==> config.mk <==
export PLATFORM = sky130hd
export DESIGN_NAME = eu_arbiter_flat
export DESIGN_NICKNAME = d
export VERILOG_FILES = /design/src/rtl/eu_arbiter_if.sv /design/src/rtl/eu_arbiter.sv /design/src/flat_wrapper.sv
export SDC_FILE = /design/constraint.sdc
export NUM_CORES = 1
export LEC_CHECK = 0
export BUFFER_PORTS_ARGS = -buffer_cell sky130_fd_sc_hd__buf_2
export CAP_MARGIN = 20
export CORE_UTILIZATION = 55
export CTS_BUF_LIST = sky130_fd_sc_hd__clkbuf_8
export DETAILED_ROUTE_END_ITERATION = 7
export GPL_TIMING_DRIVEN = 0
export PLACE_DENSITY = 0.84
export SLEW_MARGIN = 25
export SYNTH_ARGS = -nofsm -noshare
export SYNTH_HDL_FRONTEND = slang
export SYNTH_SLANG_ARGS = --single-unit
export TNS_END_PERCENT = 20
==> constraint.sdc <==
create_clock -name clk -period 4.77 [get_ports clk]
set_input_delay 0.954 -clock clk [delete_from_list [all_inputs] [get_ports clk]]
set_output_delay 0.954 -clock clk [all_outputs]
set_load 0.01 [all_outputs]
==> src/rtl/eu_arbiter_if.sv <==
// eu_arbiter_if: bundles the requester, response and exponent-unit signals of eu_arbiter.
//   req_valid/req_ready/req_data : per-requester operand handshake (N lanes, W bits each)
//   rsp_valid/rsp_ready/rsp_data : per-requester response FIFO heads
//   eu_valid_in/eu_x/eu_out      : issue strobe, operand and result of the shared EU
//   busy                         : work in flight or responses pending
// Modport slave is the arbiter side; master is the requester/EU environment side.
interface eu_arbiter_if #(
    parameter int unsigned N = 4,
    parameter int unsigned W = 32
);
    logic [N-1:0]   req_valid;
    logic [N-1:0]   req_ready;
    logic [N*W-1:0] req_data;
    logic [N-1:0]   rsp_valid;
    logic [N-1:0]   rsp_ready;
    logic [N*W-1:0] rsp_data;
    logic           eu_valid_in;
    logic [W-1:0]   eu_x;
    logic [W-1:0]   eu_out;
    logic           busy;

    modport master (
        output req_valid, req_data, rsp_ready, eu_out,
        input  req_ready, rsp_valid, rsp_data, eu_valid_in, eu_x, busy
    );

    modport slave (
        input  req_valid, req_data, rsp_ready, eu_out,
        output req_ready, rsp_valid, rsp_data, eu_valid_in, eu_x, busy
    );
endinterface

==> src/rtl/eu_arbiter.sv <==
// eu_arbiter: shares one pipelined exponent unit (EU) between N requesters.
// Round-robin grant among requesters that hold a credit, a tag pipeline matching the EU
// latency, and one response FIFO per requester. Credits bound outstanding work per
// requester to the FIFO depth, so a FIFO can never overflow.
// Ports:
//   clk : clock, rising edge
//   rst : synchronous active-high reset
//   bus : eu_arbiter_if slave modport (request, response and EU signals)
module eu_arbiter #(
    parameter int unsigned N         = 4,
    parameter int unsigned W         = 32,
    parameter int unsigned EU_LAT    = 3,
    parameter int unsigned RSP_DEPTH = 2
) (
    input logic         clk,
    input logic         rst,
    eu_arbiter_if.slave bus
);
    localparam int unsigned IW = (N > 1) ? $clog2(N) : 1;
    localparam int unsigned PW = (RSP_DEPTH > 1) ? $clog2(RSP_DEPTH) : 1;
    localparam int unsigned CW = $clog2(RSP_DEPTH + 1);

    logic [IW-1:0] rr_ptr_q;
    logic [EU_LAT-1:0] tag_vld_q;
    logic [IW-1:0] tag_id_q [EU_LAT];
    logic [CW-1:0] credit_q [N];
    logic [CW-1:0] cnt_q [N];
    logic [PW-1:0] rd_ptr_q [N];
    logic [PW-1:0] wr_ptr_q [N];
    logic [W-1:0]  mem_q [N][RSP_DEPTH];

    logic [N-1:0]  eligible;
    logic [N-1:0]  pop;
    logic [N-1:0]  wr_en;
    logic [N-1:0]  issue;
    logic [N-1:0]  nonempty;
    logic          gnt_valid;
    logic [IW-1:0] gnt_idx;

    function automatic logic [PW-1:0] ptr_inc(input logic [PW-1:0] p);
        return (p == PW'(RSP_DEPTH - 1)) ? '0 : p + 1'b1;
    endfunction

    always_comb begin
        eligible = '0;
        pop      = '0;
        wr_en    = '0;
        nonempty = '0;
        for (int unsigned i = 0; i < N; i++) begin
            nonempty[i] = (cnt_q[i] != '0);
            eligible[i] = bus.req_valid[i] && (credit_q[i] != '0);
            // rsp_ready on an empty FIFO is not a pop
            pop[i]      = nonempty[i] && bus.rsp_ready[i];
            wr_en[i]    = tag_vld_q[EU_LAT-1] && (tag_id_q[EU_LAT-1] == IW'(i));
        end
    end

    // First eligible requester at or after rr_ptr, wrapping; nothing granted under reset.
    always_comb begin
        int unsigned idx;
        idx       = 0;
        gnt_valid = 1'b0;
        gnt_idx   = '0;
        for (int unsigned k = 0; k < N; k++) begin
            idx = (int'(rr_ptr_q) + k) % N;
            if (!rst && !gnt_valid && eligible[IW'(idx)]) begin
                gnt_valid = 1'b1;
                gnt_idx   = IW'(idx);
            end
        end
    end

    always_comb begin
        issue           = '0;
        bus.eu_valid_in = 1'b0;
        bus.eu_x        = '0;
        if (gnt_valid) begin
            issue[gnt_idx]  = 1'b1;
            bus.eu_valid_in = 1'b1;
            bus.eu_x        = bus.req_data[gnt_idx*W +: W];
        end
        bus.req_ready = issue;
    end

    always_comb begin
        bus.rsp_valid = nonempty;
        bus.rsp_data  = '0;
        for (int unsigned i = 0; i < N; i++) begin
            if (nonempty[i]) begin
                bus.rsp_data[i*W +: W] = mem_q[i][rd_ptr_q[i]];
            end
        end
        bus.busy = (|tag_vld_q) || (|nonempty);
    end

    always_ff @(posedge clk) begin
        if (rst) begin
            rr_ptr_q  <= '0;
            tag_vld_q <= '0;
            for (int unsigned s = 0; s < EU_LAT; s++) begin
                tag_id_q[s] <= '0;
            end
            for (int unsigned i = 0; i < N; i++) begin
                credit_q[i] <= CW'(RSP_DEPTH);
                cnt_q[i]    <= '0;
                rd_ptr_q[i] <= '0;
                wr_ptr_q[i] <= '0;
            end
        end else begin
            if (gnt_valid) begin
                rr_ptr_q <= (gnt_idx == IW'(N - 1)) ? '0 : gnt_idx + 1'b1;
            end
            // Tags shift every cycle so results line up with eu_out EU_LAT edges later.
            tag_vld_q[0] <= gnt_valid;
            tag_id_q[0]  <= gnt_idx;
            for (int unsigned s = 1; s < EU_LAT; s++) begin
                tag_vld_q[s] <= tag_vld_q[s-1];
                tag_id_q[s]  <= tag_id_q[s-1];
            end
            for (int unsigned i = 0; i < N; i++) begin
                if (issue[i] && !pop[i]) begin
                    credit_q[i] <= credit_q[i] - 1'b1;
                end else if (!issue[i] && pop[i]) begin
                    credit_q[i] <= credit_q[i] + 1'b1;
                end
                if (wr_en[i]) begin
                    mem_q[i][wr_ptr_q[i]] <= bus.eu_out;
                    wr_ptr_q[i]           <= ptr_inc(wr_ptr_q[i]);
                end
                if (pop[i]) begin
                    rd_ptr_q[i] <= ptr_inc(rd_ptr_q[i]);
                end
                if (wr_en[i] && !pop[i]) begin
                    cnt_q[i] <= cnt_q[i] + 1'b1;
                end else if (!wr_en[i] && pop[i]) begin
                    cnt_q[i] <= cnt_q[i] - 1'b1;
                end
            end
        end
    end

    for (genvar gi = 0; gi < N; gi++) begin : g_chk
        a_no_overflow: assert property (@(posedge clk) disable iff (rst)
            !(wr_en[gi] && !pop[gi] && (cnt_q[gi] == CW'(RSP_DEPTH))));
        a_no_pop_empty: assert property (@(posedge clk) disable iff (rst)
            !(pop[gi] && (cnt_q[gi] == '0)));
        a_credit_range: assert property (@(posedge clk) disable iff (rst)
            (credit_q[gi] <= CW'(RSP_DEPTH)));
        a_issue_has_credit: assert property (@(posedge clk) disable iff (rst)
            !(issue[gi] && (credit_q[gi] == '0)));
    end
endmodule

==> src/flat_wrapper.sv <==
// flat-port wrapper written by rule: the top's interface ports become plain ports
module eu_arbiter_flat 
#(
    parameter int unsigned N         = 4,
    parameter int unsigned W         = 32,
    parameter int unsigned EU_LAT    = 3,
    parameter int unsigned RSP_DEPTH = 2
)
  (clk, rst, bus_req_valid, bus_req_data, bus_rsp_ready, bus_eu_out, bus_req_ready, bus_rsp_valid, bus_rsp_data, bus_eu_valid_in, bus_eu_x, bus_busy);
  eu_arbiter_if #(.N(N), .W(W)) bus_i ();
  input logic clk;
  input logic rst;
  input wire logic [$bits(bus_i.req_valid)-1:0] bus_req_valid;
  input wire logic [$bits(bus_i.req_data)-1:0] bus_req_data;
  input wire logic [$bits(bus_i.rsp_ready)-1:0] bus_rsp_ready;
  input wire logic [$bits(bus_i.eu_out)-1:0] bus_eu_out;
  output wire logic [$bits(bus_i.req_ready)-1:0] bus_req_ready;
  output wire logic [$bits(bus_i.rsp_valid)-1:0] bus_rsp_valid;
  output wire logic [$bits(bus_i.rsp_data)-1:0] bus_rsp_data;
  output wire logic [$bits(bus_i.eu_valid_in)-1:0] bus_eu_valid_in;
  output wire logic [$bits(bus_i.eu_x)-1:0] bus_eu_x;
  output wire logic [$bits(bus_i.busy)-1:0] bus_busy;
  assign bus_i.req_valid = bus_req_valid;
  assign bus_i.req_data = bus_req_data;
  assign bus_i.rsp_ready = bus_rsp_ready;
  assign bus_i.eu_out = bus_eu_out;
  assign bus_req_ready = bus_i.req_ready;
  assign bus_rsp_valid = bus_i.rsp_valid;
  assign bus_rsp_data = bus_i.rsp_data;
  assign bus_eu_valid_in = bus_i.eu_valid_in;
  assign bus_eu_x = bus_i.eu_x;
  assign bus_busy = bus_i.busy;
  eu_arbiter #(.N(N), .W(W), .EU_LAT(EU_LAT), .RSP_DEPTH(RSP_DEPTH)) u_core (.clk(clk), .rst(rst), .bus(bus_i));
endmodule
==> results.txt <==
FFs w/ async S/R, synth: 0
gr ovfl total: 0
endpoints failing setup: 0
DP Cell Count: 1538
Fmax achieved: 0.260 GHz
Post-Route Skew: 0.0193 ns
Max Root-Sink Buffers: 3
Final min period: 3.84 ns
GRT Overall Usage: 0.275
largest net degree at the start of global routing: 12
Post-DP HPWL: 24500 um
drt pass-1 iters: 5
Worst-Skew Late Latency: 0.55 ns
Slew Limit Fails: 0
Max-Cap Viols: 0
crit end category: primary output
post-DR vias/cell: 5.43
Core Box Area: 22800 um2
clock root buffer: clkbuf_8
CP Max Fanout: 10
RSZ-0062 raised after global routing: false
ANT nets after route: 0
Num CTS Buffers: 45
share of cells above drive strength 1: 0.388
final non-filler cell total: 1614
hold_buf cts: 0
syn nets: 1027
status: finished, final reports clean
CP Class: reg2out
post-CTS setup buffer count: 0
Lkg Pwr: 6.49 nW
Post-Place Setup Slack: 1.04 ns
final instance area: 16000 um2
Worst VDD drop: 199 uV
GPL Wtd Cong: 0.861
area growth from synthesis to layout: 24.7%
Worst-path clk slew: 0.06 ns
Hold Vio Cnt, Final: 0
crit path launch type: flip-flop
period utilisation layout: 0.805
first-pass GRT wire length: 48600 um
Worst Tran Pin Value: 0.805 ns
CTS tree: built
initial core utilization: 0.563
chip width: 155 um
Yosys reg bits: 291
Seq/Total Area, Yosys: 0.673
min-delay worst type: reg2reg
Post-synth EDFFs: 280
Avg Inst Size Synth: 15.1 um2
cell with the most instances after synthesis: edfxtp_1
Avg WL per Cell: 20.5 um
clk sinks: 291
cell row count: 55
IO buf count: 339
Die Y: 155 um
top cell type's share of synthesized area: 0.656
Mapped Area: 12800 um2
Syn Inst Count: 851
Clock H-tree levels: 2
DP Area: 15200 um2
Synth area leaders: edfxtp_1 (66%), mux2i_1 (15%), nor2_1 (4.0%)
setup TNS: 0 ns
Synth Flop Type: edfxtp_1
Detailed Route Iter0 Violations: 469
antenna violations before repair: 4
WP data arrival: 2.89 ns
Yosys warning count: 0
vias in the first global route: 8703
Yosys cell types: 50
area leader, netlist: edfxtp_1
worst rel slew slack: 0.462
full die area: 23900 um2
final net count: 1448
Worst Setup Slack, final: 0.930 ns
routed wire length: 33100 um
# resized after CTS: 0
cell area power density: 348 nW/um2
vias post-DR: 8766
synth cell count leaders: edfxtp_1 (280), mux2i_1 (196), nor2_1 (138)
Worst EP required: 3.82 ns
# DRC: 0
Ports: 340
cell usage in the layout (no fill, tap or decap), drive strengths merged, types with 6 or more instances in the layout:
cell and count:
or3 8, nor2 138, xnor2 9, nor2b 8, buf 402, nand2b 13, mux2i 196, nor3 19
dfxtp 11, clkbuf 70, inv 29, clkinv 11, edfxtp 280, ha 6, a21oi 10, nand2 9
o22ai 34
cells by family after synthesis:
kind of cell             Yosys count  share of synthesized area
adder cells (fa/ha/maj)            6                    0.00585
multiplexers                     196                      0.153
buffers and inverters             64                     0.0307
AO/OA/AOI/OAI                     60                     0.0492
flip-flops                       291                      0.673
AND/OR/NAND/NOR                  221                     0.0794
XOR/XNOR                          13                    0.00888
stage by stage:
step                      total power, mW  utilization  hold WS (ns)
final                                5.57        0.702         0.437
after global routing                 5.77        0.702         0.456
after CTS                            5.60        0.702         0.438
after detailed placement             3.84        0.669         0.425
after global placement               3.82        0.655         0.419
after floorplan                      3.46            -         0.414
per-layer routing:
layer,vias to the layer above,part of all wire,global-route usage
li1,4031,-,-
met1,4198,0.36,0.308
met2,447,0.53,0.509
met3,88,0.061,0.0392
met4,2,0.047,0.143
met5,-,0.00039,0
worst paths after layout:
check | end | slack, ns | cells after the start | start
min reg2reg | u_core.tag_id_q[0][5]$_SDFF_PP0_ | 0.44 | 1 | u_core.tag_id_q[0][3]$_SDFF_PP0_
max reg2reg | u_core.credit_q[0][1]$_SDFFCE_PN1P_ | 1.91 | 12 | u_core.credit_q[3][0]$_DFFE_PP_
max | bus_req_ready[1] | 0.93 | 12 | u_core.credit_q[3][0]$_DFFE_PP_
min | u_core.tag_id_q[0][5]$_SDFF_PP0_ | 0.44 | 1 | u_core.tag_id_q[0][3]$_SDFF_PP0_
flip-flops by register name, summed over array words and instances (netlist names):
register / count
u_core.cnt_q: 8
u_core.credit_q: 8
u_core.mem_q: 256
u_core.rd_ptr_q: 4
u_core.rr_ptr_q: 2
u_core.tag_id_q: 6
u_core.tag_vld_q: 3
u_core.wr_ptr_q: 4
report_power, final:
group	internal [mW]	total (mW)	switching, mW	leakage, nW
Clock	0.885	1.78	0.890	0.442
Combinational	0.390	0.935	0.545	3.41
Sequential	2.83	2.86	0.0209	2.64
Total	4.11	5.57	1.46	6.49
cell type report:
cell class,count,area (um2)
fill,1554,6790
inverter,12,45.0
timing repair buffer,374,1980
clock inverter,28,113
antenna,2,5.00
multi-input combinational,496,3840
clock buffer,46,633
tap,313,392
sequential,291,8630
buffer,52,349
worst max-delay path, cell delays in order, from the launching register on:
cell      delay [ns]
edfxtp_1        0.35
inv_1           0.05
ha_1            0.22
nor2b_1         0.23
a31oi_1         0.09
a21oi_2         0.23
buf_6           0.22
buf_6           0.21
and2b_1         0.20
inv_2           0.05
ha_1            0.22
and2_1          0.14
buf_2           0.14
(Power assumes the default switching activity.)
